[src/rtl/debug_pkg.sv]
// Shared debug-path types and widths for the latch dump sequencer,
// the UART and the debug unit.
package debug_pkg;
  localparam int BYTE_W = 8;
  localparam int WORD_W = 32;
  localparam int BYTES_PER_WORD = 4;
  localparam int BIDX_W = 2;

  typedef enum logic [3:0] {
    IDLE,
    SELECT,
    WAIT_MUX,
    LOAD,
    SEND,
    WAIT_TX,
    NEXT,
    CSUM,
    FINISH
  } state_t;
endpackage

[src/rtl/word_byte_shifter.sv]
// Holds one captured latch word and presents it MSB byte first.
module word_byte_shifter
  import debug_pkg::*;
(
  input  logic              clk,
  input  logic              rst,
  input  logic              clr,
  input  logic              load,
  input  logic              shift,
  input  logic [WORD_W-1:0] data,
  output logic [BYTE_W-1:0] top,
  output logic [BIDX_W-1:0] byte_idx,
  output logic              last
);
  logic [WORD_W-1:0] word;

  always_ff @(posedge clk) begin
    if (rst || clr) begin
      word <= '0;
      byte_idx <= '0;
    end else if (load) begin
      word <= data;
      byte_idx <= '0;
    end else if (shift) begin
      word <= {word[WORD_W-BYTE_W-1:0], {BYTE_W{1'b0}}};
      byte_idx <= byte_idx + 1'b1;
    end
  end

  assign top = word[WORD_W-1 -: BYTE_W];
  assign last = (byte_idx == BIDX_W'(BYTES_PER_WORD-1));
endmodule

[src/rtl/latch_dump_sequencer.sv]
// Walks the latch mux and streams every word to the UART, MSB first.
// Optional trailing XOR checksum byte: define DUMP_CHECKSUM_EN.
module latch_dump_sequencer
  import debug_pkg::*;
#(
  parameter int NUM_WORDS = 28,
  parameter int SEL_W = 7,
  parameter int MUX_LAT = 1
) (
  input  logic              clk,
  input  logic              rst,
  input  logic              start,
  input  logic              abort,
  output logic [SEL_W-1:0]  mux_sel,
  input  logic [WORD_W-1:0] mux_data,
  input  logic              tx_busy,
  input  logic              tx_done,
  output logic [BYTE_W-1:0] tx_data,
  output logic              tx_start,
  output logic              busy,
  output logic              done
);
  localparam int CNT_W = $clog2(MUX_LAT + 2);

  if (NUM_WORDS > (1 << SEL_W)) begin : g_width_chk
    $error("NUM_WORDS does not fit in SEL_W select bits");
  end

  state_t state, state_n;
  logic [SEL_W-1:0] word_idx;
  logic [CNT_W-1:0] cnt;
  logic [BYTE_W-1:0] top;
  logic [BIDX_W-1:0] byte_idx;
  logic last;

  logic clr, ld, sh, issue, sel_drive;
  logic cnt_load, cnt_dec, widx_inc, widx_clr;

`ifdef DUMP_CHECKSUM_EN
  logic [BYTE_W-1:0] csum;
  logic csum_phase;
  logic csum_issue;
`endif

  always_ff @(posedge clk) begin
    if (rst) state <= IDLE;
    else state <= state_n;
  end

  always_comb begin
    state_n = state;
    clr = 1'b0;
    ld = 1'b0;
    sh = 1'b0;
    issue = 1'b0;
    sel_drive = 1'b0;
    cnt_load = 1'b0;
    cnt_dec = 1'b0;
    widx_inc = 1'b0;
    widx_clr = 1'b0;
`ifdef DUMP_CHECKSUM_EN
    csum_issue = 1'b0;
`endif
    if (abort && state != IDLE) begin
      state_n = IDLE;
      clr = 1'b1;
    end else begin
      unique case (state)
        IDLE: begin
          if (start && !abort) begin
            state_n = SELECT;
            clr = 1'b1;
          end
        end
        SELECT: begin
          sel_drive = 1'b1;
          if (MUX_LAT == 0) begin
            state_n = LOAD;
          end else begin
            cnt_load = 1'b1;
            state_n = WAIT_MUX;
          end
        end
        WAIT_MUX: begin
          cnt_dec = 1'b1;
          if (cnt <= CNT_W'(1)) state_n = LOAD;
        end
        LOAD: begin
          ld = 1'b1;
          state_n = SEND;
        end
        SEND: begin
          if (!tx_busy) begin
            issue = 1'b1;
            state_n = WAIT_TX;
          end
        end
        WAIT_TX: begin
          if (tx_done) begin
`ifdef DUMP_CHECKSUM_EN
            if (csum_phase) begin
              state_n = FINISH;
            end else begin
              sh = 1'b1;
              state_n = last ? NEXT : SEND;
            end
`else
            sh = 1'b1;
            state_n = last ? NEXT : SEND;
`endif
          end
        end
        NEXT: begin
          if (word_idx == SEL_W'(NUM_WORDS-1)) begin
`ifdef DUMP_CHECKSUM_EN
            state_n = CSUM;
`else
            state_n = FINISH;
`endif
          end else begin
            widx_inc = 1'b1;
            state_n = SELECT;
          end
        end
`ifdef DUMP_CHECKSUM_EN
        CSUM: begin
          if (!tx_busy) begin
            csum_issue = 1'b1;
            state_n = WAIT_TX;
          end
        end
`endif
        FINISH: begin
          widx_clr = 1'b1;
          state_n = IDLE;
        end
        default: state_n = IDLE;
      endcase
    end
  end

  always_ff @(posedge clk) begin
    if (rst) begin
      mux_sel <= '0;
      tx_data <= '0;
      tx_start <= 1'b0;
      word_idx <= '0;
      cnt <= '0;
    end else begin
      tx_start <= 1'b0;
      if (clr || widx_clr) begin
        word_idx <= '0;
        mux_sel <= '0;
        cnt <= '0;
      end
      if (sel_drive) mux_sel <= word_idx;
      if (cnt_load) cnt <= CNT_W'(MUX_LAT);
      else if (cnt_dec) cnt <= cnt - 1'b1;
      if (widx_inc) word_idx <= word_idx + 1'b1;
      if (issue) begin
        tx_data <= top;
        tx_start <= 1'b1;
      end
`ifdef DUMP_CHECKSUM_EN
      if (csum_issue) begin
        tx_data <= csum;
        tx_start <= 1'b1;
      end
`endif
    end
  end

`ifdef DUMP_CHECKSUM_EN
  // The checksum byte itself is not folded into the running XOR.
  always_ff @(posedge clk) begin
    if (rst || clr) begin
      csum <= '0;
      csum_phase <= 1'b0;
    end else begin
      if (issue) csum <= csum ^ top;
      if (csum_issue) csum_phase <= 1'b1;
    end
  end
`endif

  word_byte_shifter u_shift (
    .clk     (clk),
    .rst     (rst),
    .clr     (clr),
    .load    (ld),
    .shift   (sh),
    .data    (mux_data),
    .top     (top),
    .byte_idx(byte_idx),
    .last    (last)
  );

  assign busy = (state != IDLE) && (state != FINISH);
  assign done = (state == FINISH);
endmodule

[config.mk]
export PLATFORM = sky130hd
export DESIGN_NAME = latch_dump_sequencer
export DESIGN_NICKNAME = d
export VERILOG_FILES = /design/src/rtl/debug_pkg.sv /design/src/rtl/word_byte_shifter.sv /design/src/rtl/latch_dump_sequencer.sv
export SDC_FILE = /design/constraint.sdc
export NUM_CORES = 1
export LEC_CHECK = 0
export BUFFER_PORTS_ARGS = -buffer_cell sky130_fd_sc_hd__buf_2
export CAP_MARGIN = 20
export CORE_UTILIZATION = 50
export DETAILED_ROUTE_END_ITERATION = 12
export GPL_ROUTABILITY_DRIVEN = 0
export PLACE_DENSITY = 0.76
export SYNTH_ARGS = -nofsm -noshare
export SYNTH_HDL_FRONTEND = slang
export SYNTH_HIERARCHICAL = 1
export SYNTH_SLANG_ARGS = --single-unit
[constraint.sdc]
create_clock -name clk -period 2.4 [get_ports clk]
set_input_delay 0.48 -clock clk [delete_from_list [all_inputs] [get_ports clk]]
set_output_delay 0.48 -clock clk [all_outputs]
set_load 0.01 [all_outputs]
-- After elaboration in Yosys (flattened, before gate mapping)
Index checks and enable logic that the tools add are counted.
- logic and storage cells: 80
- output and inout bits: 18
- flip-flop bits (word level): 63
- input bits: 38
- mux-type cells: 36
- equality and inequality tests: 14
- add/subtract/negate cells: 3
- reduce and logical (&&, ||, !) cells: 17
- $lt $le $gt $ge: 1
- operator list (operator ; count):
    $mux 32 ; 2
    $pmux 4 s7 ; 1
    $mux 1 ; 22
    $mux 7 ; 3
    $mux 4 ; 5
    $eq 4x3->1 const B ; 3
    $eq 4x2->1 const B ; 2
    $ne 2x2->1 const B ; 4
    $reduce_bool 2->1 ; 4
    $add 7x1->7 const B ; 1
    $eq 7x5->1 const B ; 1
    $mux 2 ; 3
    $reduce_or 2->1 ; 3
    $eq 4x1->1 const B ; 1
    $eq 4x4->1 const B ; 1
    $logic_not 4->1 ; 1
    $ne 4x4->1 const B ; 1
    $reduce_and 4->1 ; 1
    $reduce_bool 4->1 ; 1
    $logic_and 1x1->1 ; 3
    $reduce_bool 3->1 ; 1
    $add 2x1->2 const B ; 1
    $eq 2x2->1 const B ; 1
    $le 2x1->1 const B ; 1
    other kinds (3) ; 4

-- Longest topological paths before layout
- depth after elaboration: 9
- mapped depth: 9
- gate-level depth less buffers: 6

-- Modules after synthesis
The synthesis kept the hierarchy.
- by module, submodules not included (module ; cells each ; times used ; area an instance (um^2) ; sequential area each (um^2)):
    word_byte_shifter ; 159 ; 1 ; 1584.0 ; 680.7
    latch_dump_sequencer ; 163 ; 1 ; 1408.9 ; 580.6

-- Worst setup path before layout
OpenSTA, ideal clock, no wires.
- path kind: register to register
- start point: register state[2]
- end point: register u_shift.word[10]
- required time: 2314 ps
- library setup time: 86 ps
- path buffers: 3
- setup slack: 374 ps
- arrival time: 1941 ps
- stages on the path, launching flop included: 10
- clock period less this slack: 2026 ps
- path through: dfxtp_1 -> buf_2 -> nor3_1 -> inv_1 -> nor2_1 -> mux2_2 -> or2_1 -> buf_2 -> clkbuf_1 -> a211oi_1
- longest elaborated chain between the ends: 4
- elaborated cells between the ends (all ways): 14
- classes of those cells: 2 x eq/ne; 7 x mux; 5 x reduce/logical
- ends and longest elaborated chain (what ; line ; text):
    start, declared ; latch_dump_sequencer.sv:29 ; state_t state, state_n;
    start signal, assigned ; latch_dump_sequencer.sv:47 ; else state <= state_n;
    $logic_not 4->1 / $reduce_bool 4->1 (equally long branches) ; latch_dump_sequencer.sv:68, latch_dump_sequencer.sv:64 ;
    $mux 1 / $logic_and 1x1->1 (equally long branches) ; latch_dump_sequencer.sv:68, latch_dump_sequencer.sv:64 ;
    $mux 1 (*) ; latch_dump_sequencer.sv:64 ; if (abort && state != IDLE) begin
    via clr ; latch_dump_sequencer.sv:36 ; logic clr, ld, sh, issue, sel_drive;
    $logic_or 1x1->1 (*) ; word_byte_shifter.sv:18 ; if (rst || clr) begin
    end signal, assigned ; word_byte_shifter.sv:22 ; word <= data;
    end signal, assigned ; word_byte_shifter.sv:25 ; word <= {word[WORD_W-BYTE_W-1:0], {BYTE_W{1'b0}}};
    end, declared ; word_byte_shifter.sv:15 ; logic [WORD_W-1:0] word;
Mark *: on every way through the listed nets, which the timed path passes. The rest lies on a longest branch.
A chain may end at the register's enable or synchronous reset.

-- Final worst setup path
- start point: register state[2]
- end point: register u_shift.word[19]
Same word-level chain as after synthesis.

==> metrics.txt <==
cell area after layout=3430 um2; hold buffers post-CTS=0; die area=6300 um2; Ys Warns=6; Area Overhead vs Synth=14.5%; Boundary Pins=56; die span in y=79.4 um; CP peak stage delay=0.42 ns; Post-synth EDFFs=0; Final Hold Vio Count=0; Async SR Flop Fraction=0; Setup Slack @ Placement=0.268 ns; final wirelength=6170 um; initial antenna violation count=0; Mapped Area=2990 um2; Die W=79.4 um; # fillers=495; Setup Buffers After CTS=0; Tcrit/Tclk final=0.891; final core utilization=0.607; fin crit period=2.14 ns; clk_lat worst skew=0.33 ns; #FFs+latches synth=63; Max VDD drop=0.292 mV; Mean Syn Cell Area=9.29 um2; Top FF cell, synth=dfxtp_1; critical path type=flip-flop to flip-flop; drt pass-1 iters=5; grt ovf=0; Final setup viols=0; Tightest Hold Check Type=primary input to flip-flop; largest net degree at the start of global routing=35; maximum fanout along the worst path=34; post_cts resized=0; crit path max-delay cell type=dfxtp_1; Routed WL per cell=14.1 um; register area share after synthesis=0.421; TritonCTS clock tree=built; # nets final=402; Critical Path Sink Type=flip-flop; Num CTS Buffers=9; post-DP HPWL=4210 um; vias in the first global route=2111; root buf cell=clkbuf_8; CP delay by family, top=simple AND/OR/NAND/NOR gates; TritonCTS Sinks=63; gr usage total=0.211; Synth Net Count=363; status=finished clean; worst path bufs/invs=2; # diodes=0; Worst Skew=0.00774 ns; via/cell ratio=5.61; layout cell share with drive strength beyond 1=0.235; PortBufs=55; vias=2456; DRC=0; power per cell area=594 nW/um2; setup TNS=0 ns; measured slew at the worst slew-check pin=0.729 ns; DR iter-0 viols=116; post-route ant nets=0; normalized max-slew margin=0.513; CP arrival=2.39 ns; clock buffer depth=2; max_cap viols=0; Cells after Synth=322; Yosys cell types=45; WP data required=2.65 ns; Final Max Tran Viols=0; first-pass GRT wire length=10100 um; worst path cell trace=nor3_1, inv_1, nor2_1, mux2_2, or2_1, buf_4, a211oi_1; Post-DP Area=3240 um2; Fmax=0.468 GHz; CTS H-Tree Depth=3; Core Area=5640 um2; Worst Setup Start Kind=flip-flop; Clk pin slew, worst setup/hold paths=0.07 ns; Leakage=1.29 nW; RSZ-0062 raised after global routing=no; placement row count=27; Initial Utilization=0.530; Final WS setup=0.262 ns
-- layer usage --
metal | GRT usage | part of all wire | vias to the layer above
li1 | - | - | 1227
met1 | 0.288 | 0.49 | 1150
met2 | 0.303 | 0.45 | 73
met3 | 0.0494 | 0.055 | 6
met4 | 0.115 | 0.011 | 0
met5 | 0 | 0 | -
-- flip-flops by register name, summed over array words and instances (netlist names) --
| signal | count |
|---|---|
| tx_start | 1 |
| tx_data | 8 |
| mux_sel | 7 |
| word_idx | 7 |
| u_shift/byte_idx | 2 |
| cnt | 2 |
| u_shift/word | 32 |
| state | 4 |
-- layout make-up --
type | instances | area, um2 | share of cell area
inverters | 5 | 18.8 | 0.00548
multi-input cells | 222 | 1530 | 0.447
well taps | 72 | 90.1 | 0.0263
clock buffers | 10 | 128 | 0.0372
clock inverters | 6 | 61.3 | 0.0179
repair buffers | 60 | 338 | 0.0986
flip-flops and latches | 63 | 1260 | 0.368
-- Yosys cell counts, drive strengths merged, types with 5 or more instances --
cell type	number	area (um2)
mux2i	34	340
dfxtp	63	1260
inv	5	18.8
nand2	28	105
a21oi	18	90.1
a211oi	28	210
nor2	13	48.8
nor2b	27	169
buf	23	150
nor3	7	35.0
nand3	6	30.0
or3b	8	70.1
nand4	9	56.3
clkbuf	9	33.8
-- path summary, 6_finish.rpt --
path,depth (start not counted),end,slack [ns],from
hold reg to reg,2,mux_sel[1],0.47,mux_sel[1]
setup reg to reg,7,u_shift/word[19],0.26,state[2]
setup / recovery,7,u_shift/word[19],0.26,state[2]
hold / removal,3,u_shift/word[3],0.38,mux_data[3]
-- kinds of logic (layout without fill, tap and decap cells) --
group | after synthesis | after routing | synth area share
muxes | 35 | 35 | 0.117
buffers and inverters | 37 | 81 | 0.0677
DFF | 63 | 63 | 0.421
and+or+nand+nor | 118 | 118 | 0.220
xor gates and xnor gates | 3 | 3 | 0.00878
adders and majority gates | 3 | 3 | 0.0125
AOI/OAI and AO/OA | 63 | 63 | 0.152
-- cells in the final DEF (no fill, tap or decap), types with 3 or more instances in the layout --
| cell | count |
|---|---|
| nand3_1 | 6 |
| and3_1 | 3 |
| dfxtp_1 | 63 |
| nor2_1 | 13 |
| buf_2 | 55 |
| nor3_1 | 7 |
| buf_4 | 3 |
| nand4_1 | 9 |
| inv_1 | 5 |
| nor2b_1 | 27 |
| mux2i_1 | 34 |
| or3b_1 | 5 |
| and2_1 | 4 |
| ha_1 | 3 |
| nand2_1 | 28 |
| clkbuf_8 | 9 |
| a21oi_1 | 18 |
| clkinv_2 | 3 |
| nand2b_1 | 3 |
| or3b_2 | 3 |
| a211oi_1 | 28 |
| a31o_1 | 3 |
-- tightest hold or removal path: stages --
cell,delay (ns)
buf_2,0.09
nand2_1,0.05
a21oi_1,0.05
-- stage by stage --
stage	power (mW)	hold slack [ns]	std cells
final	2.04	0.379	438
after global routing	2.11	0.375	438
after CTS	2.05	0.367	438
after detailed placement	1.17	0.464	422
after global placement	1.17	0.458	422
after floorplan	1.13	0.462	322
-- power by group --
group | switching, mW | internal [mW] | total, mW
clock | 0.410 | 0.476 | 0.886
combinational | 0.0581 | 0.0404 | 0.0985
sequential | 0.00495 | 1.05 | 1.05
No activity file was read; power rests on OpenSTA's default activity.
